## config.mk

```make
export PLATFORM = sky130hd
export DESIGN_NAME = idvdebug_osc_meas
export DESIGN_NICKNAME = d
export VERILOG_FILES = /design/src/rtl/idvdebug_pkg.sv /design/src/rtl/idvdebug_sync_edge.sv /design/src/rtl/idvdebug_osc_meas.sv
export SDC_FILE = /design/constraint.sdc
export NUM_CORES = 1
export LEC_CHECK = 0
export BUFFER_PORTS_ARGS = -buffer_cell sky130_fd_sc_hd__buf_4
export CAP_MARGIN = 20
export CORE_ASPECT_RATIO = 2
export CORE_MARGIN = 3
export CORE_UTILIZATION = 57
export CTS_CLUSTER_SIZE = 16
export DETAILED_ROUTE_END_ITERATION = 16
export GPL_ROUTABILITY_DRIVEN = 0
export PLACE_DENSITY_LB_ADDON = 0.25
export SLEW_MARGIN = 10
export SYNTH_ARGS = -nofsm -noshare
export SYNTH_HDL_FRONTEND = slang
export SYNTH_HIERARCHICAL = 1
export SYNTH_SLANG_ARGS = --single-unit
```

## constraint.sdc

```tcl
create_clock -name idvdebug_clki -period 4.7 [get_ports idvdebug_clki]
set_input_delay 0.47 -clock idvdebug_clki [delete_from_list [all_inputs] [get_ports idvdebug_clki]]
set_output_delay 0.47 -clock idvdebug_clki [all_outputs]
set_load 0.02 [all_outputs]
```

## src/rtl/idvdebug_pkg.sv

```systemverilog
// Shared types and defaults for the IDV debug oscillator frequency measurement block.
package idvdebug_pkg;

  localparam int CNT_W_DEF       = 16;
  localparam int WAKE_CYC_DEF    = 4;
  localparam int SYNC_STAGES_DEF = 2;

  typedef logic [5:0] osc_idx_t;

  typedef enum logic [2:0] {
    ST_IDLE,
    ST_WAKE,
    ST_SETTLE,
    ST_MEASURE,
    ST_DONE
  } meas_state_t;

  // Bit idx of the bank enable vector; index 0 has no oscillator behind it.
  function automatic logic [63:1] osc_onehot(input osc_idx_t idx);
    logic [63:0] full;
    full = 64'd1 << idx;
    return full[63:1];
  endfunction

endpackage

```

## src/rtl/idvdebug_sync_edge.sv

```systemverilog
// Multi-flop synchronizer for the asynchronous oscillator bank output plus rising-edge detect.
module idvdebug_sync_edge #(
  parameter int STAGES = 2
) (
  input  logic clk,
  input  logic rst,
  input  logic async_in,
  output logic rise
);

  logic [STAGES-1:0] sync_q;
  logic              last_q;

  // NOTE: sequential state always uses non-blocking assignments so every flop samples pre-edge values.
  always_ff @(posedge clk) begin
    if (rst) begin
      sync_q <= '0;
      last_q <= 1'b0;
    end else begin
      sync_q <= {sync_q[STAGES-2:0], async_in};
      last_q <= sync_q[STAGES-1];
    end
  end

  assign rise = sync_q[STAGES-1] & ~last_q;

endmodule

```

## src/rtl/idvdebug_osc_meas.sv

```systemverilog
// Oscillator frequency measurement: wakes the bank, enables one oscillator, settles,
// then counts synchronized rising edges of hfbankl over a programmable window.
module idvdebug_osc_meas
  import idvdebug_pkg::*;
#(
  parameter int CNT_W       = CNT_W_DEF,
  parameter int WAKE_CYC    = WAKE_CYC_DEF,
  parameter int SYNC_STAGES = SYNC_STAGES_DEF
) (
  input  logic             idvdebug_clki,
  input  logic             idvdebug_rst,
  input  logic             start,
  input  logic             abort,
  input  logic [5:0]       osc_sel,
  input  logic [7:0]       settle_len,
  input  logic [15:0]      win_len,
  input  logic             hfbankl,
  output logic [63:1]      enosc,
  output logic             sleep_b,
  output logic             busy,
  output logic             done,
  output logic [CNT_W-1:0] count,
  output logic             ovf,
  output logic             err
);

  localparam logic [CNT_W-1:0] CNT_ONE = {{(CNT_W-1){1'b0}}, 1'b1};

  meas_state_t      state_q, state_d;
  logic [15:0]      tmr_q, tmr_d;
  logic [CNT_W-1:0] cnt_q, cnt_d;
  logic             ovf_run_q, ovf_run_d;
  osc_idx_t         osc_q;
  logic [7:0]       settle_q;
  logic [15:0]      win_q;
  logic             accept, reject, rise;

  idvdebug_sync_edge #(.STAGES(SYNC_STAGES)) u_sync_edge (
    .clk      (idvdebug_clki),
    .rst      (idvdebug_rst),
    .async_in (hfbankl),
    .rise     (rise)
  );

  // NOTE: every variable gets a default first so no path through the block can infer a latch.
  always_comb begin
    state_d   = state_q;
    tmr_d     = tmr_q;
    cnt_d     = cnt_q;
    ovf_run_d = ovf_run_q;
    accept    = 1'b0;
    reject    = 1'b0;
    case (state_q)
      ST_IDLE: begin
        if (start) begin
          if (osc_sel != '0 && win_len != '0) begin
            accept  = 1'b1;
            state_d = ST_WAKE;
            tmr_d   = 16'(WAKE_CYC - 1);
          end else begin
            reject = 1'b1;
          end
        end
      end
      ST_WAKE: begin
        if (tmr_q != '0) begin
          tmr_d = tmr_q - 16'd1;
        end else if (settle_q == '0) begin
          state_d = ST_MEASURE;
          tmr_d   = win_q - 16'd1;
        end else begin
          state_d = ST_SETTLE;
          tmr_d   = {8'd0, settle_q} - 16'd1;
        end
      end
      ST_SETTLE: begin
        if (tmr_q != '0) begin
          tmr_d = tmr_q - 16'd1;
        end else begin
          state_d = ST_MEASURE;
          tmr_d   = win_q - 16'd1;
        end
      end
      ST_MEASURE: begin
        // Saturate rather than wrap; ovf records that an edge arrived with no room left.
        if (rise) begin
          if (cnt_q == '1) ovf_run_d = 1'b1;
          else             cnt_d     = cnt_q + CNT_ONE;
        end
        if (tmr_q != '0) tmr_d   = tmr_q - 16'd1;
        else             state_d = ST_DONE;
      end
      ST_DONE: state_d = ST_IDLE;
      default: state_d = ST_IDLE;
    endcase

    if (state_q != ST_MEASURE && state_d == ST_MEASURE) begin
      cnt_d     = '0;
      ovf_run_d = 1'b0;
    end
    if (abort && state_q != ST_IDLE) state_d = ST_IDLE;
  end

  always_ff @(posedge idvdebug_clki) begin
    if (idvdebug_rst) begin
      state_q   <= ST_IDLE;
      tmr_q     <= '0;
      cnt_q     <= '0;
      ovf_run_q <= 1'b0;
      osc_q     <= '0;
      settle_q  <= '0;
      win_q     <= '0;
      enosc     <= '0;
      count     <= '0;
      ovf       <= 1'b0;
      err       <= 1'b0;
    end else begin
      state_q   <= state_d;
      tmr_q     <= tmr_d;
      cnt_q     <= cnt_d;
      ovf_run_q <= ovf_run_d;
      if (accept) begin
        osc_q    <= osc_sel;
        settle_q <= settle_len;
        win_q    <= win_len;
        err      <= 1'b0;
      end
      if (reject) err <= 1'b1;
      // Registered decode, aligned with the state it belongs to.
      enosc <= (state_d == ST_SETTLE || state_d == ST_MEASURE) ? osc_onehot(osc_q) : '0;
      if (state_q == ST_MEASURE && state_d == ST_DONE) begin
        count <= cnt_d;
        ovf   <= ovf_run_d;
      end
    end
  end

  assign busy    = (state_q != ST_IDLE);
  assign done    = (state_q == ST_DONE);
  assign sleep_b = (state_q == ST_WAKE) || (state_q == ST_SETTLE) || (state_q == ST_MEASURE);

endmodule

```

# == Yosys cells after proc, flatten, opt, wreduce, memory -nomap -nowiden ==
# Index checks and enable logic that the tools add are counted.
# totals
register_bits,150
input_bits,35
word_cells,82
# op_classes
addsub,4
n_eq_ne,13
shift,1
n_mux,31
bitwise,3
n_reduce_logical,17
# op_table
operator,n
$mux W16,10
$pmux W16 S4,1
$shl A1 B6 Y64 const A,1
$reduce_bool A16 Y1,2
$sub A16 B1 Y16 const B,2
$mux W3,6
$add A16 B1 Y16 const B,1
$eq A16 B16 Y1 const B,1
$eq A3 B2 Y1 const B,5
$mux W1,13
$pmux W3 S4,1
$sub A8 B1 Y9 const B,1
$logic_not A8 Y1,1
$eq A3 B3 Y1 const B,2
$ne A2 B2 Y1 const B,3
$reduce_bool A6 Y1,1
$logic_and A1 B1 Y1,4
$reduce_and A4 Y1,1
$reduce_bool A4 Y1,1
$eq A3 B1 Y1 const B,1
$logic_not A3 Y1,1
$logic_or A1 B1 Y1,3
$ne A3 B2 Y1 const B,1
$reduce_bool A3 Y1,1
4 further kinds,5

# == Logic depth before layout (Yosys ltp) ==
# depth
word_depth,10
ltp_mapped,11
ltp_nobuf,8

# == Cells and area by module ==
# Netlist, hierarchy kept.
# by_module_without_submodules
module,n_inst,cells_per_inst,area_per_inst_um2
idvdebug_osc_meas,1,687,5810.6
idvdebug_sync_edge,1,7,87.6

# == Worst setup path after synthesis ==
# Ideal clock, no wire load.
# synth_path
path_kind,reg2reg
start,register tmr_q[10]
end,register enosc[15] (netlist name)
setup_time_ns,0.064
arrival_ns,2.972
path_slack_ns,1.665
path_stages_with_launch,10
n_path_buf,3
period_less_slack_ns,3.035
path_cell_list,dfxtp_1 -> or4_4 -> or3_1 -> clkbuf_1 -> or4_4 -> a2111oi_4 -> or3b_1 -> buf_2 -> buf_6 -> nor2_2
# synth_between
elab_chain_len,8
word_cells_on_any_way,11
cone_classes,2 x eq/ne; 5 x mux; 1 x bitwise; 3 x reduce/logical
# synth_lines
item,line,text
start: declaration,idvdebug_osc_meas.sv:30,"logic [15:0] tmr_q, tmr_d;"
start signal: assignment,idvdebug_osc_meas.sv:119,tmr_q <= tmr_d;
$reduce_bool A16 Y1 (*),"idvdebug_osc_meas.sv:66, idvdebug_osc_meas.sv:77, idvdebug_osc_meas.sv:90",
$mux W3 (on tied branches),"idvdebug_osc_meas.sv:90, idvdebug_osc_meas.sv:66, idvdebug_osc_meas.sv:77",
$pmux W3 S4 (*),idvdebug_osc_meas.sv:53,case (state_q)
$mux W3 (*),idvdebug_osc_meas.sv:101,if (abort && state_q != ST_IDLE) state_d = ST_IDLE;
$eq A3 B2 Y1,idvdebug_osc_meas.sv:130,enosc <= (state_d == ST_SETTLE || state_d == ST_MEASURE) ? osc_onehot(osc_q) : '0;
$logic_or A1 B1 Y1 (*),idvdebug_osc_meas.sv:130,
$not A1 Y1 (no line) (*),--,
$reduce_or A2 Y1 (no line) (*),--,
end signal: assignment,idvdebug_osc_meas.sv:130,
end: declaration,idvdebug_osc_meas.sv:18,"output logic [63:1] enosc,"
# Every way passes the cells marked *; elsewhere a longest branch is shown, timed or not.
# A chain may end at the register's enable or synchronous reset.

# == Worst setup path in the final report ==
# layout_path
start,register tmr_q[7]
end,register enosc[12] (netlist name)
# The elaborated chain is that of the path after synthesis.

==> reports/results.txt <==
Initial antenna violation count = 0
CTS max path bufs = 2
H-tree depth = 4
Placed Cells = 918
R2R Path End = enosc[12]$_SDFF_PP0_
Largest net degree at the start of global routing = 54
Num ports = 119
Tot GR Track Use = 27.60%
First-iteration detailed-routing DRC count = 287
Synth Net Count = 733
Synth area leaders = dfxtp_1 (51%), nand2_1 (6.7%), nor2_1 (6.7%)
Final Skew = 0.009962 ns
Post-Synthesis Cell Area = 5898 µm²
Final setup viols = 0
Power Dens Cells = 586.9 nW/µm²
Clock sink total = 150
First-pass GRT wire length = 25.70 mm
Final Util = 75.55%
Final setup TNS = 0 ns
Slowest cell on crit path = or3b_1
Critical Path RT = 5.03 ns
Reg2Reg Setup Slack = 1.26 ns
Reg2Reg Launch Point = tmr_q[7]$_SDFFE_PP0P_
Vias in the first global route = 5515
Internal power = 0.002727 W
Cell variety after synth = 55
FP Rows = 51
Max Fclk = 0.2908 GHz
Leakage = 2.990 nW
Buf/Inv on CP = 0
Diode count = 0
Max-slew violations = 0
FFs w/ async S/R, synth = 0%
Clock power share = 32.2%
CTS clock-pin slew for the worst setup and hold paths = 0.06 ns
Primary FF master, synth = dfxtp_1
Port buffer count = 118
Fillcell total = 689
Detailed Routing Iterations Pass 1 = 5
Routed len/inst = 16.66 µm
RSZ-0062 raised after global routing = no
Most frequent cell after synthesis = dfxtp_1
Clock latency at the later pin of the worst-skew pair = 0.41 ns
CTS tree = done
Hold_buf cts = 0
Dpl ws = 1.423 ns
Synth top area share = 50.91%
Comb power frac = 31.7%
Cts repair resizes = 0
Switching power = 0.001658 W
Critical Path Max Stage Delay = 0.72 ns
Outcome = complete, no violations
Synth Instances = 694
Fin. Hold Viols = 0
Final setup margin = 1.261 ns
Root buf cell = clkbuf_16
Worst Setup End Kind = register
Reg2Reg Depth = 6
Cells on Worst Hold Path = 3
Synthesis-stage register bit count = 150
Post-DRT Antenna Nets = 0
Final period utilization = 73.16%
Setup Fix Bufs, Post-CTS = 0
Vias per cell = 5.866
Crit path from = tmr_q[7]$_SDFFE_PP0P_
Chip width = 77.93 µm
Area delta synth->final = 26.69%
Final HPWL DP = 11.40 mm
Switching part of the total = 37.81%
Total core area = 9891 µm²
Sequential Power Share = 36.1%
Critical-path maximum fanout = 15
Fin cells = 949
Grt total ovfl = 0
Placed cell areas = 6858 µm²
Cell family with most CP delay = simple AND/OR/NAND/NOR gates
Worst min path class = input pin to register
Share of cells above drive strength 1 = 21.05%
Drt total wl = 15.81 mm
Final instance area = 7472 µm²
Fin nets = 844
Cell taking the most area after synthesis = dfxtp_1
Drc violations = 0
Die height = 149.9 µm
Worst Path Arrival = 3.77 ns
CP Launch Type = register
Mean Syn Cell Area = 8.499 µm²
WHS Endpoint = settle_q[2]$_SDFFE_PP0P_
Hold path startpoint = settle_len[2]
Post-synth EDFFs = 0
Peak VDD IR = 431.2 µV
Slew Limit Headroom = 35.62%
Register area share after synthesis = 50.91%
Max-cap violations = 0
Post-layout minimum cycle time = 3.439 ns
Initial core utilization = 59.63%
Setup CP Type = register to register
Ys Warns = 6
Cell Chain, Critical Path = nor3_1 > nand3_1 > or4_4 > a2111oi_4 > or3b_1 > nor2_2
Via Count = 5567
Die area = 11680 µm²
Commonest cells in the synthesized netlist = dfxtp_1 (150), nand2_1 (106), nor2_1 (105), a21oi_1 (51), clkbuf_1 (27)
Num CTS Buffers = 17
Worst Tran Pin Value = 0.9656 ns
area by class of cell:
type                            instances  area [µm²]  area share (%)
Clock inverter                         14       188.9           2.528
Sequential cell                       150        3003           40.19
Clock buffer                           17       425.4           5.693
Timing Repair Buffer                  121       908.4           12.16
Inverter                               13       48.80          0.6530
Multi-Input combinational cell        502        2733           36.57
Tap cell                              132       165.2           2.210
state kept, by name (all words and copies together) (netlist names):
signal / count
u_sync_edge/last_q: 1
cnt_q: 16
enosc: 63
win_q: 16
osc_q: 6
ovf: 1
u_sync_edge/sync_q: 2
tmr_q: 16
ovf_run_q: 1
settle_q: 8
err: 1
state_q: 3
count: 16
worst reg2reg max path, stage by stage, from the launching register on:
cell       delay, ns
dfxtp_1         0.35
nor3_1          0.69
nand3_1         0.40
or4_4           0.53
a2111oi_4       0.46
or3b_1          0.72
nor2_2          0.22
cells by family (layout without fill, tap and decap cells):
kind of cell	Yosys count	count (layout)	share of synthesized area, %
buffers and inverters	42	165	2.821
muxes	5	5	0.8698
xor gates and xnor gates	26	26	3.861
AOI/OAI and AO/OA	126	126	13.58
DFF	150	150	50.91
adders and majority gates	4	4	0.8486
and+or+nand+nor	341	341	27.11
per-stage QoR:
| stage | total power [W] | hold slack [ns] |
|---|---|---|
| 5_1_grt | 0.004623 | 0.2927 |
| 2_1_floorplan | 0.002596 | 0.4138 |
| 4_1_cts | 0.004360 | 0.2934 |
| 3_5_place_dp | 0.002949 | 0.4354 |
| 3_3_place_gp | 0.002892 | 0.4258 |
| 6_report | 0.004386 | 0.3055 |
worst max path at each step:
| stage | to | cells past startpoint |
|---|---|---|
| detailed placement | enosc[5]$_SDFF_PP0_ | 6 |
| finish | enosc[12]$_SDFF_PP0_ | 6 |
| CTS | enosc[11]$_SDFF_PP0_ | 6 |
| global route | enosc[21]$_SDFF_PP0_ | 6 |
| global placement | enosc[1]$_SDFF_PP0_ | 6 |
| floorplan | enosc[15]$_SDFF_PP0_ | 9 |
routing by layer:
layer  vias to the layer above  wire (µm)  GRT usage, %
met5                         -          0             0
met4                         0        784         15.59
met3                        77        969         5.602
met2                       285       8575         52.28
met1                      2560       5483         27.16
li1                       2645          -             -
cells in the final DEF, fill, tap and decap left out, drive strengths merged, types with 3 or more instances in the layout:
cell,count
and3,4
a21oi,51
bufinv,3
nand2,106
inv,21
o21ai,21
o211ai,4
nor2,115
ha,4
nand4,10
o31ai,8
a221o,3
a211oi,8
or3,5
xnor2,10
nor3b,3
buf,121
nor4,15
nand3,24
dfxtp,150
nand3b,3
nor2b,11
and2,3
clkbuf,17
o22ai,7
mux2i,4
a211o,3
or4,8
nand2b,5
o311ai,4
nor3,20
xor2,16
a21o,3
power groups by stage:
stage / logic (W) / clock network (W) / registers, W
2_1_floorplan: 0.00105 / 0 / 0.00155
3_3_place_gp: 0.00130 / 0 / 0.00159
3_5_place_dp: 0.00135 / 0 / 0.00160
4_1_cts: 0.00136 / 0.00142 / 0.00158
5_1_grt: 0.00153 / 0.00149 / 0.00160
6_report: 0.00139 / 0.00141 / 0.00159
No activity file was read; power rests on OpenSTA's default activity.
